==> src/rtl/alu_result_stage.sv <==
// Registered output stage of the 3-bit ALU: selects the opcode's result, tags it
// with zero/wide flags, buffers it in a 2-entry FIFO and counts delivered results.
module alu_result_stage #(
    parameter int unsigned DEPTH = 2,
    parameter int unsigned CNT_W = 8
) (
    input  logic             clk,
    input  logic             rst_n,
    input  logic [1:0]       opcode,
    input  logic [5:0]       add_out,
    input  logic [5:0]       sub_out,
    input  logic [5:0]       mult_out,
    input  logic [5:0]       bw_out,
    input  logic             in_valid,
    output logic             in_ready,
    output logic [5:0]       result,
    output logic [1:0]       result_op,
    output logic             zero,
    output logic             wide,
    output logic             out_valid,
    input  logic             out_ready,
    output logic [CNT_W-1:0] result_cnt
);

    localparam int unsigned RES_W = 6;
    localparam int unsigned OCC_W = 2;
    localparam logic [OCC_W-1:0] OCC_FULL = OCC_W'(DEPTH);

    typedef struct packed {
        logic             wide;
        logic             zero;
        logic [1:0]       op;
        logic [RES_W-1:0] res;
    } entry_t;

    entry_t           mem_q [2];
    logic             wr_q, wr_d;
    logic             rd_q, rd_d;
    logic [OCC_W-1:0] occ_q, occ_d;
    logic [CNT_W-1:0] cnt_q, cnt_d;

    logic [RES_W-1:0] sel_c;
    entry_t           entry_c;
    entry_t           head_c;
    logic             push_c;
    logic             pop_c;

    // Operation select and entry tagging; flags are fixed at push time.
    always_comb begin
        sel_c = add_out;
        unique case (opcode)
            2'b00:   sel_c = add_out;
            2'b01:   sel_c = sub_out;
            2'b10:   sel_c = mult_out;
            default: sel_c = bw_out;
        endcase
        entry_c.res  = sel_c;
        entry_c.op   = opcode;
        entry_c.zero = (sel_c == '0);
        entry_c.wide = (sel_c[5:3] != 3'b000);
    end

    // Handshake status depends only on registered occupancy.
    assign in_ready  = (occ_q != OCC_FULL);
    assign out_valid = (occ_q != '0);
    assign push_c    = in_valid & in_ready;
    assign pop_c     = out_valid & out_ready;

    always_comb begin
        wr_d  = wr_q;
        rd_d  = rd_q;
        occ_d = occ_q;
        cnt_d = cnt_q;
        if (push_c) begin
            wr_d = ~wr_q;
        end
        if (pop_c) begin
            rd_d  = ~rd_q;
            cnt_d = cnt_q + CNT_W'(1);
        end
        unique case ({push_c, pop_c})
            2'b10:   occ_d = occ_q + OCC_W'(1);
            2'b01:   occ_d = occ_q - OCC_W'(1);
            default: occ_d = occ_q;
        endcase
    end

    // Storage is cleared with the pointers so outputs read zero after reset.
    always_ff @(posedge clk) begin
        if (!rst_n) begin
            mem_q[0] <= '0;
            mem_q[1] <= '0;
            wr_q     <= 1'b0;
            rd_q     <= 1'b0;
            occ_q    <= '0;
            cnt_q    <= '0;
        end else begin
            if (push_c) begin
                mem_q[wr_q] <= entry_c;
            end
            wr_q  <= wr_d;
            rd_q  <= rd_d;
            occ_q <= occ_d;
            cnt_q <= cnt_d;
        end
    end

    assign head_c     = mem_q[rd_q];
    assign result     = head_c.res;
    assign result_op  = head_c.op;
    assign zero       = head_c.zero;
    assign wide       = head_c.wide;
    assign result_cnt = cnt_q;

endmodule
==> config.mk <==
export PLATFORM = sky130hd
export DESIGN_NAME = alu_result_stage
export DESIGN_NICKNAME = d
export VERILOG_FILES = /design/src/rtl/alu_result_stage.sv
export SDC_FILE = /design/constraint.sdc
export NUM_CORES = 1
export LEC_CHECK = 0
export ABC_AREA = 1
export ABC_CLOCK_PERIOD_IN_PS = 3030
export CAP_MARGIN = 20
export CORE_MARGIN = 5
export CORE_UTILIZATION = 52
export CTS_BUF_LIST = sky130_fd_sc_hd__clkbuf_8
export CTS_CLUSTER_DIAMETER = 200
export DETAILED_ROUTE_END_ITERATION = 12
export PLACE_DENSITY_LB_ADDON = 0.2
export SETUP_SLACK_MARGIN = 0.15
export SYNTH_ARGS = -nofsm -noshare
export SYNTH_HDL_FRONTEND = slang
export SYNTH_SLANG_ARGS = --single-unit
==> constraint.sdc <==
create_clock -name clk -period 3.03 [get_ports clk]
set_clock_uncertainty 0.05 [all_clocks]
set_input_delay 0.606 -clock clk [delete_from_list [all_inputs] [get_ports clk]]
set_output_delay 0.606 -clock clk [all_outputs]
set_load 0.01 [all_outputs]
### After elaboration in Yosys (flattened, before gate mapping)

Memory sizes are Yosys's and may differ from the RTL's. A register that Yosys moved wholly into a read port is not among the register bits.
Index checks and enable logic that the tools add are counted.

| operators by class | value |
|---|---|
| $add $sub $neg | 3 |
| equal/unequal tests | 5 |
| muxes and demuxes | 11 |
| bitwise gates (word level) | 4 |
| reduce and logical (&&, ||, !) cells | 6 |

Operators with widths:

| cell | count |
|---|---|
| $pmux 6 s3 | 1 |
| $mux 10 | 1 |
| $reduce_or 10->1 | 1 |
| $add 8x1->8 const B | 1 |
| $mux 1 | 8 |
| $logic_not 6->1 | 1 |
| $eq 2x1->1 const B | 2 |
| $eq 2x2->1 const B | 2 |
| $pmux 2 s2 | 1 |
| $reduce_bool 2->1 | 2 |
| $reduce_bool 3->1 | 1 |
| $add 2x1->2 const B | 1 |
| $and 1x1->1 | 2 |
| $logic_not 2->1 | 1 |
| $ne 2x2->1 const B | 1 |
| $not 1->1 | 2 |
| $sub 2x1->2 const B | 1 |

| storage, ports and cells | value |
|---|---|
| flip-flop bits (word level) | 12 |
| memory bits (writable) | 20 |
| output and inout bits | 20 |
| logic and storage cells | 34 |
| memories kept | 1 |

Memory list:

| memory | depth | bits a word | rd ports | clocked after memory_dff | wr ports | RTL line | source |
|---|---|---|---|---|---|---|---|
| mem_q | 2 | 10 | 1 | 1 | 2 | 36 | `entry_t mem_q [2];` |

### Depth between registers and ports, before layout

Gate-level depths: netlist of the first run.

| depth | value |
|---|---|
| word-level depth | 7 |
| depth in mapped cells | 10 |
| depth with buffers taken out | 10 |

### Least setup slack after synthesis of the first run

No wires, ideal clock.

| timing path | value |
|---|---|
| path kind | input -> register |
| from | input port out_ready |
| to | register occ_q[1] |
| data arrival time | 1.469 ns |
| setup slack | 1.389 ns |
| cell stages on the path | 7 |
| buffers on the path | 0 |
| cells stage by stage | nand2_4 -> clkinv_4 -> ha_1 -> a21oi_1 -> o21ai_0 -> o21ai_0 -> a21oi_1 |

| between the ends | value |
|---|---|
| cells in the longest elaborated chain, start to end | 3 |
| elaborated cells between the ends (all ways) | 5 |
| classes of those cells | 2 x eq/ne; 1 x mux; 1 x bitwise; 1 x reduce/logical |

RTL lines:

| what | RTL line | source |
|---|---|---|
| start: declaration | 21 | `input logic out_ready,` |
| $and 1x1->1 * | 67 | `assign pop_c = out_valid & out_ready;` |
| named net pop_c | 46 | `logic pop_c;` |
| $eq 2x1->1 or $eq 2x2->1 (tied branches) | 81 | `unique case ({push_c, pop_c})` |
| $pmux 2 s2 or $reduce_bool 2->1 (tied branches) | - |  |
| end signal: assignment | 95 | `occ_q <= '0;` |
| end signal: assignment | 103 | `occ_q <= occ_d;` |
| end: declaration | 39 | `logic [OCC_W-1:0] occ_q, occ_d;` |

Mark *: on every way through the listed nets, which the timed path passes. The rest lies on a longest branch.
A chain may end at the register's enable or synchronous reset.

==> flow_summary.ini, run 1 <==
[placed_design]
place.port_buffers = 49
placed_cells = 279
place_hpwl_microns = 2680
gp_congestion = 0.823

[sta]
worst_slew_pin_slew_ns = 0.436
min_period_ns = 2.39
finalSetupViolCount = 0
max_slew_margin_pct = 70.8
hold_violations = 0
tns_ns = 0
rsz0062_at_grt = false
max_freq_mhz = 418
drv_slew = 0
period_share_pct = 79.0

[floorplanning]
die_area_sq_um = 4480
io_pins = 50
die_w_microns = 67.0
die_h_microns = 67.0
rows = 20
core_area_sq_um = 3080
start_util_pct = 54.8

[final_layout]
nFillCells = 256
nNetsFinal = 274
drive_gt1_share_pct = 12.4
final_cells = 286
layout_common_cells = 49 x clkdlybuf4s50_1, 30 x nand2_1, 30 x nor2_1
multiInputGateArea_sq_um = 702
final_common_cell = clkdlybuf4s50_1
ff_latch_area_sq_um = 861
area_growth_pct = 35.2
diodes = 0

[synthesis]
seq_area_frac_synth_pct = 51.0
ys_ff_latch = 33
ys_warn_count = 0
yosys.cell_types.count = 23
syn_area_sq_um = 1690
avgSynthCellArea_sq_um = 8.83
syn_nets = 223
synthCells = 191

[cts]
cts_sinks = 33
cts_buffers = 5
cts_setup_buffers = 0
htree_num_levels = 2
ctsResizeCount = 0
clk_pin_slew_ns = 0.06
clk_latency_ns = 0.28
cts_hold_buffers = 0
cts_buffer_depth = 2
cts_tree = done
root_buffer = clkbuf_8

[global_route]
grt_pass1_vias = 1348
antenna_found_initial = 0
gr-total-overflow = 0
grt_pass1_wl_microns = 5850
track_usage_pct = 17.3
grt_max_degree = 15

[worst_setup_path]
path_class = reg -> out
worstPathRequired_ns = 2.37
slowest_delay_ns = 0.58
crit_chain = mux2_2 > clkdlybuf4s50_1
cp.arrival_ns = 1.74
crit_slowest_cell = dfxtp_1
reg2reg_from = occ_q[0]
crit_fanout = 10
worstSetupStartpointType = flip-flop
crit_path_end_kind = primary output

[hold_path]
holdCritStartpoint = rd_q
min_path_type = reg -> reg

[flow_run]
max_cap_violations = 0

[power]
p_per_area_nw_per_um2 = 526
p_leak_nw = 0.931
ir_drop_v = 0.000216

[routing]
avgViaCountPerCell = 5.04
ant_nets = 0
wire_per_inst_microns = 12.0
top_layer_used = met4
num_vias = 1442
drt-met1-wl_microns = 1600
met2WireLength_microns = 1440
drcViolationCount = 0
drtPass1Iterations = 6
wl_microns = 3440
dr_wl_met3_microns = 363
drt_iter0_markers = 75

[run_status]
status = complete, no violations
-- per-layer routing --
metal	vias up	GRT usage, %
met5	-	0
met4	0	6.08
met3	6	5.06
met2	70	25.4
met1	628	24.1
li1	738	-
-- sequential cells by signal (all words and copies together), names as in the netlist, named ones only --
register,flops
occ_q,2
rd_q,1
result_cnt,8
mem_q,20
wr_q,1
-- kinds of logic after synthesis --
kind of cell	share of synthesized area (%)
buffers and inverters	7.34
adder cells (fa/ha/maj)	1.48
AO/OA/AOI/OAI	4.60
AND/OR/NAND/NOR	28.9
multiplexers	6.68
flip-flops	51.0
-- synth_stat cells, drive strengths merged --
cell type,instances,share of area (%)
edfxtp,20,36
o21bai,1,0.45
nor3,2,1.3
mux2,10,6.7
inv,23,5.1
dfxtp,13,15
clkbuf,1,0.22
o21ai,6,1.8
buf,4,1.5
clkinv,1,0.52
ha,2,1.5
nand2,35,9.4
nand3,24,7.1
nor2,33,8.1
a21oi,8,2.4
nand4,8,3.0
-- worst max-delay path, delay by kind of cell (launching register included) --
kind / cells / cell delay [ns]
DFF: 1 / 0.58
buffers and inverters: 1 / 0.48
muxes: 1 / 0.40
-- final cells by class --
class,count,area share [%]
Timing Repair Buffer,49,21.5
Inverter,24,4.17
Clock buffer,5,3.02
Sequential cell,33,37.8
Tap cell,44,2.41
Multi-Input combinational cell,129,30.8
Clock inverter,2,0.329
-- power by group --
part | internal (mW) | switching [mW] | total (mW)
combinational | 0.178 | 0.165 | 0.343
sequential | 0.530 | 0.0348 | 0.565
clock | 0.151 | 0.141 | 0.292
total | 0.859 | 0.341 | 1.20
-- worst paths after layout --
check,endpoint,slack [ns],cells past startpoint
max,zero,0.64,2
max reg2reg,mem_q[0][7],1.32,6
min reg2reg,rd_q,0.41,1
min,rd_q,0.41,1
-- metrics by stage --
stage	setup slack [ns]	area [sq um]	power (mW)	util [%]	hold WS (ns)
after floorplan	1.39	1690	0.763	-	0.375
after global placement	0.622	2200	0.911	71.6	0.384
after detailed placement	0.555	2200	0.918	71.6	0.392
after CTS	0.613	2280	1.21	74.1	0.399
after global routing	0.566	2280	1.26	74.1	0.437
final	0.635	2280	1.20	74.1	0.408
Power figures use the tool's default switching activity.
==> run 2, diff against run 1 <==
--- a/config.mk
+++ b/config.mk
@@ -6,10 +6,10 @@
 export NUM_CORES = 1
 export LEC_CHECK = 0
 export ABC_AREA = 1
-export ABC_CLOCK_PERIOD_IN_PS = 3030
+export ABC_CLOCK_PERIOD_IN_PS = 2400
 export CAP_MARGIN = 20
 export CORE_MARGIN = 5
-export CORE_UTILIZATION = 52
+export CORE_UTILIZATION = 49
 export CTS_BUF_LIST = sky130_fd_sc_hd__clkbuf_8
 export CTS_CLUSTER_DIAMETER = 200
 export DETAILED_ROUTE_END_ITERATION = 12
==> constraint.sdc (replaced) <==
create_clock -name clk -period 2.4 [get_ports clk]
set_clock_uncertainty 0.05 [all_clocks]
set_input_delay 0.48 -clock clk [delete_from_list [all_inputs] [get_ports clk]]
set_output_delay 0.48 -clock clk [all_outputs]
set_load 0.01 [all_outputs]
==> run 2 against run 1 <==
  * Total power grew 47%
  * Worst setup slack lost 0.38 ns
  * Critical path depth is the same
  * Register-to-register slack lost 0.58 ns
  * Wire length is essentially flat
  * Sequential cell count is the same
  * Design area grew 4.0%
  * Via count shrank 0.49%
  * Sequential power grew 26%
  * First-iteration DRC count grew 63%
  * Global-route usage shrank 0.70 points
  * Clock-buffer cell count is the same
  * Largest cell class unchanged
==> flow_summary.ini, run 2 (synthesized netlist as in run 1, its figures left out) <==
[run_status]
status = complete, no violations

[final_layout]
nNetsFinal = 278
fin_area_sq_um = 2370
largest_register = mem_q
largest_reg_flops = 20
layout_common_cells = 49 x clkdlybuf4s50_1, 30 x nand2_1, 30 x nor2_1
area_growth_pct = 40.6
drive_gt1_share_pct = 15.4
final_common_cell = clkdlybuf4s50_1
diodes = 0

[routing]
wl_microns = 3440
drcViolationCount = 0
ant_nets = 0
num_vias = 1435
wire_per_inst_microns = 11.7
drtPass1Iterations = 4
drt_iter0_markers = 122
avgViaCountPerCell = 4.90

[floorplanning]
core_area_sq_um = 3340
io_pins = 50
start_util_pct = 50.5
die_area_sq_um = 4720
die_w_microns = 68.7
rows = 21
die_h_microns = 68.7

[worst_setup_path]
cp.arrival_ns = 1.61
reg2reg_from = occ_q[0]
crit_path_end_kind = primary output
rrSetupSlack_ns = 0.74
worstPathRequired_ns = 1.87
worstReg2RegEnd = mem_q[1][6]
crit_fanout = 10
r2r.worst_path.cells = 6
path_class = reg -> out
worstSetupStartpointType = flip-flop

[sta]
worst_slew_pin_slew_ns = 0.431
hold_violations = 0
tns_ns = 0
period_share_pct = 89.2
max_slew_margin_pct = 71.2
drv_slew = 0
finalSetupViolCount = 0
max_freq_mhz = 467
rsz0062_at_grt = false
min_period_ns = 2.14

[cts]
cts_setup_buffers = 0
cts_buffer_depth = 2
cts_sinks = 33
cts_buffers = 5
clk_pin_slew_ns = 0.07
clk_latency_ns = 0.28
htree_num_levels = 2
cts_tree = done
root_buffer = clkbuf_8

[hold_path]
holdCritStartpoint = rd_q
hold-path-endpoint = rd_q
hold_depth = 1
min_path_type = reg -> reg

[power]
p_leak_nw = 0.976
power_mw = 1.77
p_per_area_nw_per_um2 = 745
ir_drop_v = 0.000381

[global_route]
grt_pass1_vias = 1332
antenna_found_initial = 0
grt_max_degree = 12
track_usage_pct = 16.6
grt_pass1_wl_microns = 5710
gr-total-overflow = 0

[placed_design]
place_area_sq_um = 2240
place_hpwl_microns = 2600
place.port_buffers = 49
gp_congestion = 0.797

[flow_run]
max_cap_violations = 0
[run 2: power by group]
| part | leakage [nW] | internal [mW] | switching [mW] |
|---|---|---|---|
| Clock | 0.0681 | 0.412 | 0.199 |
| Combinational | 0.592 | 0.230 | 0.213 |
| Sequential | 0.316 | 0.669 | 0.0419 |
| Total | 0.976 | 1.31 | 0.454 |
[run 2: final cells by class]
class                      count  area [sq um]
clock buffer                   5          68.8
clock inverter                 3          65.1
fill                         282           966
inverter                      24          95.1
multi-input combinational    129           702
sequential                    33           862
tap                           46          57.6
timing repair buffer          53           520
[run 2: what timing repair did]
| action | 4_1_cts | 5_1_grt |
|---|---|---|
| endpoints found under the setup margin | 10 | 0 |
| gates resized for setup | 1 | 0 |
| hold buffers | 0 | 0 |
[run 2: how the worst max path moves through the flow]
stage | depth (start not counted) | slack (ns) | end
after floorplan | 7 | 0.88 | occ_q[1]
final | 2 | 0.26 | wide
after global placement | 5 | 0.25 | mem_q[1][2]
after detailed placement | 5 | 0.27 | mem_q[1][1]
after global routing | 2 | 0.18 | wide
after CTS | 2 | 0.24 | wide
[run 2: routing by layer]
| metal | routed length (microns) | vias up | GRT usage [%] | share of wire [%] |
|---|---|---|---|---|
| li1 | - | 749 | - | - |
| met4 | 55 | 0 | 6.70 | 1.6 |
| met1 | 1580 | 639 | 21.1 | 46 |
| met3 | 234 | 6 | 5.67 | 6.8 |
| met5 | 0 | - | 0 | 0 |
| met2 | 1570 | 41 | 25.7 | 46 |
[run 2: critical path, stage by stage (launching register included)]
cell and delay, ns:
dfxtp_2 0.47, mux2_2 0.38, clkdlybuf4s50_1 0.48
[run 2: per-stage QoR]
| step | hold WS [ns] | instances | utilization, % | worst slack (ns) |
|---|---|---|---|---|
| final | 0.407 | 293 | 71.1 | 0.258 |
| after global routing | 0.458 | 293 | 71.1 | 0.185 |
| after CTS | 0.406 | 293 | 71.1 | 0.237 |
| after detailed placement | 0.393 | 285 | 67.0 | 0.266 |
| after global placement | 0.382 | 285 | 67.0 | 0.247 |
| after floorplan | 0.375 | 191 | - | 0.885 |
==> run 3, diff against run 2 <==
==> constraint.sdc (replaced) <==
create_clock -name clk -period 2.4 [get_ports clk]
set_clock_uncertainty 0.05 [all_clocks]
set_input_delay 0.48 -clock clk [delete_from_list [all_inputs] [get_ports clk]]
set_output_delay 0.48 -clock clk [all_outputs]
set_load 0.1 [all_outputs]
==> run 3 against run 2 <==
  * Worst hold slack is essentially flat
  * Core utilization shrank 0.15 points
  * Via count grew 0.98%
  * Wire length grew 5.4%
  * Register-to-register slack is essentially flat
  * Design area shrank 0.21%
  * Combinational power grew 100%
  * Worst setup slack gained 0.094 ns
  * Critical path depth is the same
==> flow_summary.ini, run 3 (synthesized netlist as in run 1, its figures left out) <==
[run_status]
status = complete, no violations

[final_layout]
drive_gt1_share_pct = 21.9
largest_reg_flops = 20
layout_common_cells = 30 x nand2_1, 30 x nor2_1, 29 x clkdlybuf4s50_1
diodes = 0
multiInputGateArea_sq_um = 702
nFillCells = 263
ff_latch_area_sq_um = 861
largest_register = mem_q
nNetsFinal = 278
area_growth_pct = 40.3
fin_util_pct = 70.9

[power]
power_frac_comb_pct = 44.8
p_sw_mw = 0.827
p_leak_nw = 1.02
p_sw_share_pct = 42.1
p_int_mw = 1.14
seqPwrFrac_pct = 36.1
power.clock.fraction_pct = 19.0
ir_drop_v = 0.000350
power_mw = 1.97
p_per_area_nw_per_um2 = 832

[placed_design]
place_hpwl_microns = 2820
place.port_buffers = 49
place_ws_ns = 0.279
gp_congestion = 0.798

[sta]
tns_ns = 0
max_freq_mhz = 488
setup_slack_ns = 0.353
drv_slew = 0
min_period_ns = 2.05
rsz0062_at_grt = false
max_slew_margin_pct = 69.7
finalSetupViolCount = 0
worst_slew_pin_slew_ns = 0.454
period_share_pct = 85.3
hold_slack_ns = 0.407
hold_violations = 0

[global_route]
gr-total-overflow = 0
grt_pass1_wl_microns = 5950
antenna_found_initial = 0
grt_max_degree = 12
track_usage_pct = 17.3
grt_pass1_vias = 1363

[worst_setup_path]
path_class = reg -> out
worstSetupStartpointType = flip-flop
rrSetupSlack_ns = 0.75
crit_path_end_kind = primary output
worstPathRequired_ns = 1.87
crit_fanout = 10
cp.arrival_ns = 1.52

[cts]
cts_buffer_depth = 2
cts_hold_buffers = 0
cts_sinks = 33
cts_buffers = 5
root_buffer = clkbuf_8
htree_num_levels = 2
clk_latency_ns = 0.28
cts_tree = done
clk_pin_slew_ns = 0.06
ctsResizeCount = 0
cts_setup_buffers = 0

[floorplanning]
die_w_microns = 68.7
io_pins = 50
core_area_sq_um = 3340
die_h_microns = 68.7
die_area_sq_um = 4720
rows = 21
start_util_pct = 50.5

[routing]
drtPass1Iterations = 4
drt_iter0_markers = 93
drcViolationCount = 0
wire_per_inst_microns = 12.4
top_layer_used = met4
ant_nets = 0
num_vias = 1449
avgViaCountPerCell = 4.95
wl_microns = 3620
drt-met1-wl_microns = 1580
met2WireLength_microns = 1770
dr_wl_met3_microns = 207

[flow_run]
max_cap_violations = 0

[hold_path]
min_path_type = reg -> reg
-- run 3: cell count changes in the layout (fill, tap and decap cells not counted), sizes merged --
cell	delta
bufinv	-2
buf	+20
inv	+3
clkdlybuf4s50	-20
clkinv	-1
-- run 3: worst paths after layout --
check                               start      endpoint  depth (start not counted)
worst max register to register   occ_q[0]   mem_q[1][2]                          6
worst min-delay path                 rd_q     flip-flop                          1
worst min register to register       rd_q     flip-flop                          1
worst max-delay path            flip-flop  result_op[1]                          2
-- run 3: power groups by stage --
stage	Sequential [mW]	Combinational, mW	Clock [mW]
6_report	0.711	0.882	0.374
5_1_grt	0.719	0.931	0.411
4_1_cts	0.713	0.887	0.389
3_5_place_dp	0.725	0.885	0
3_3_place_gp	0.721	0.875	0
2_1_floorplan	0.762	0.582	0
-- run 3: per-stage QoR --
stage | instance area [sq um] | instances
after floorplan | 1690 | 191
after global placement | 2290 | 285
after detailed placement | 2290 | 285
after CTS | 2370 | 293
after global routing | 2370 | 293
final | 2370 | 293
-- run 3: final cells by class --
type                            count  area share (%)
Sequential cell                    33            36.4
Multi-Input combinational cell    129            29.7
Timing Repair Buffer               53            24.1
Inverter                           24            4.02
Clock buffer                        5            2.91
Tap cell                           46            2.43
Clock inverter                      3           0.476
-- run 3: metal layers --
| layer | up-vias | global-route usage [%] |
|---|---|---|
| met5 | - | 0 |
| met1 | 657 | 21.3 |
| met2 | 40 | 27.4 |
| met3 | 7 | 5.19 |
| li1 | 745 | - |
| met4 | 0 | 8.44 |
-- run 3: worst max-delay path, cell delays in order (launching register included) --
cell     delay, ns
dfxtp_1       0.60
mux2_2        0.40
buf_4         0.23
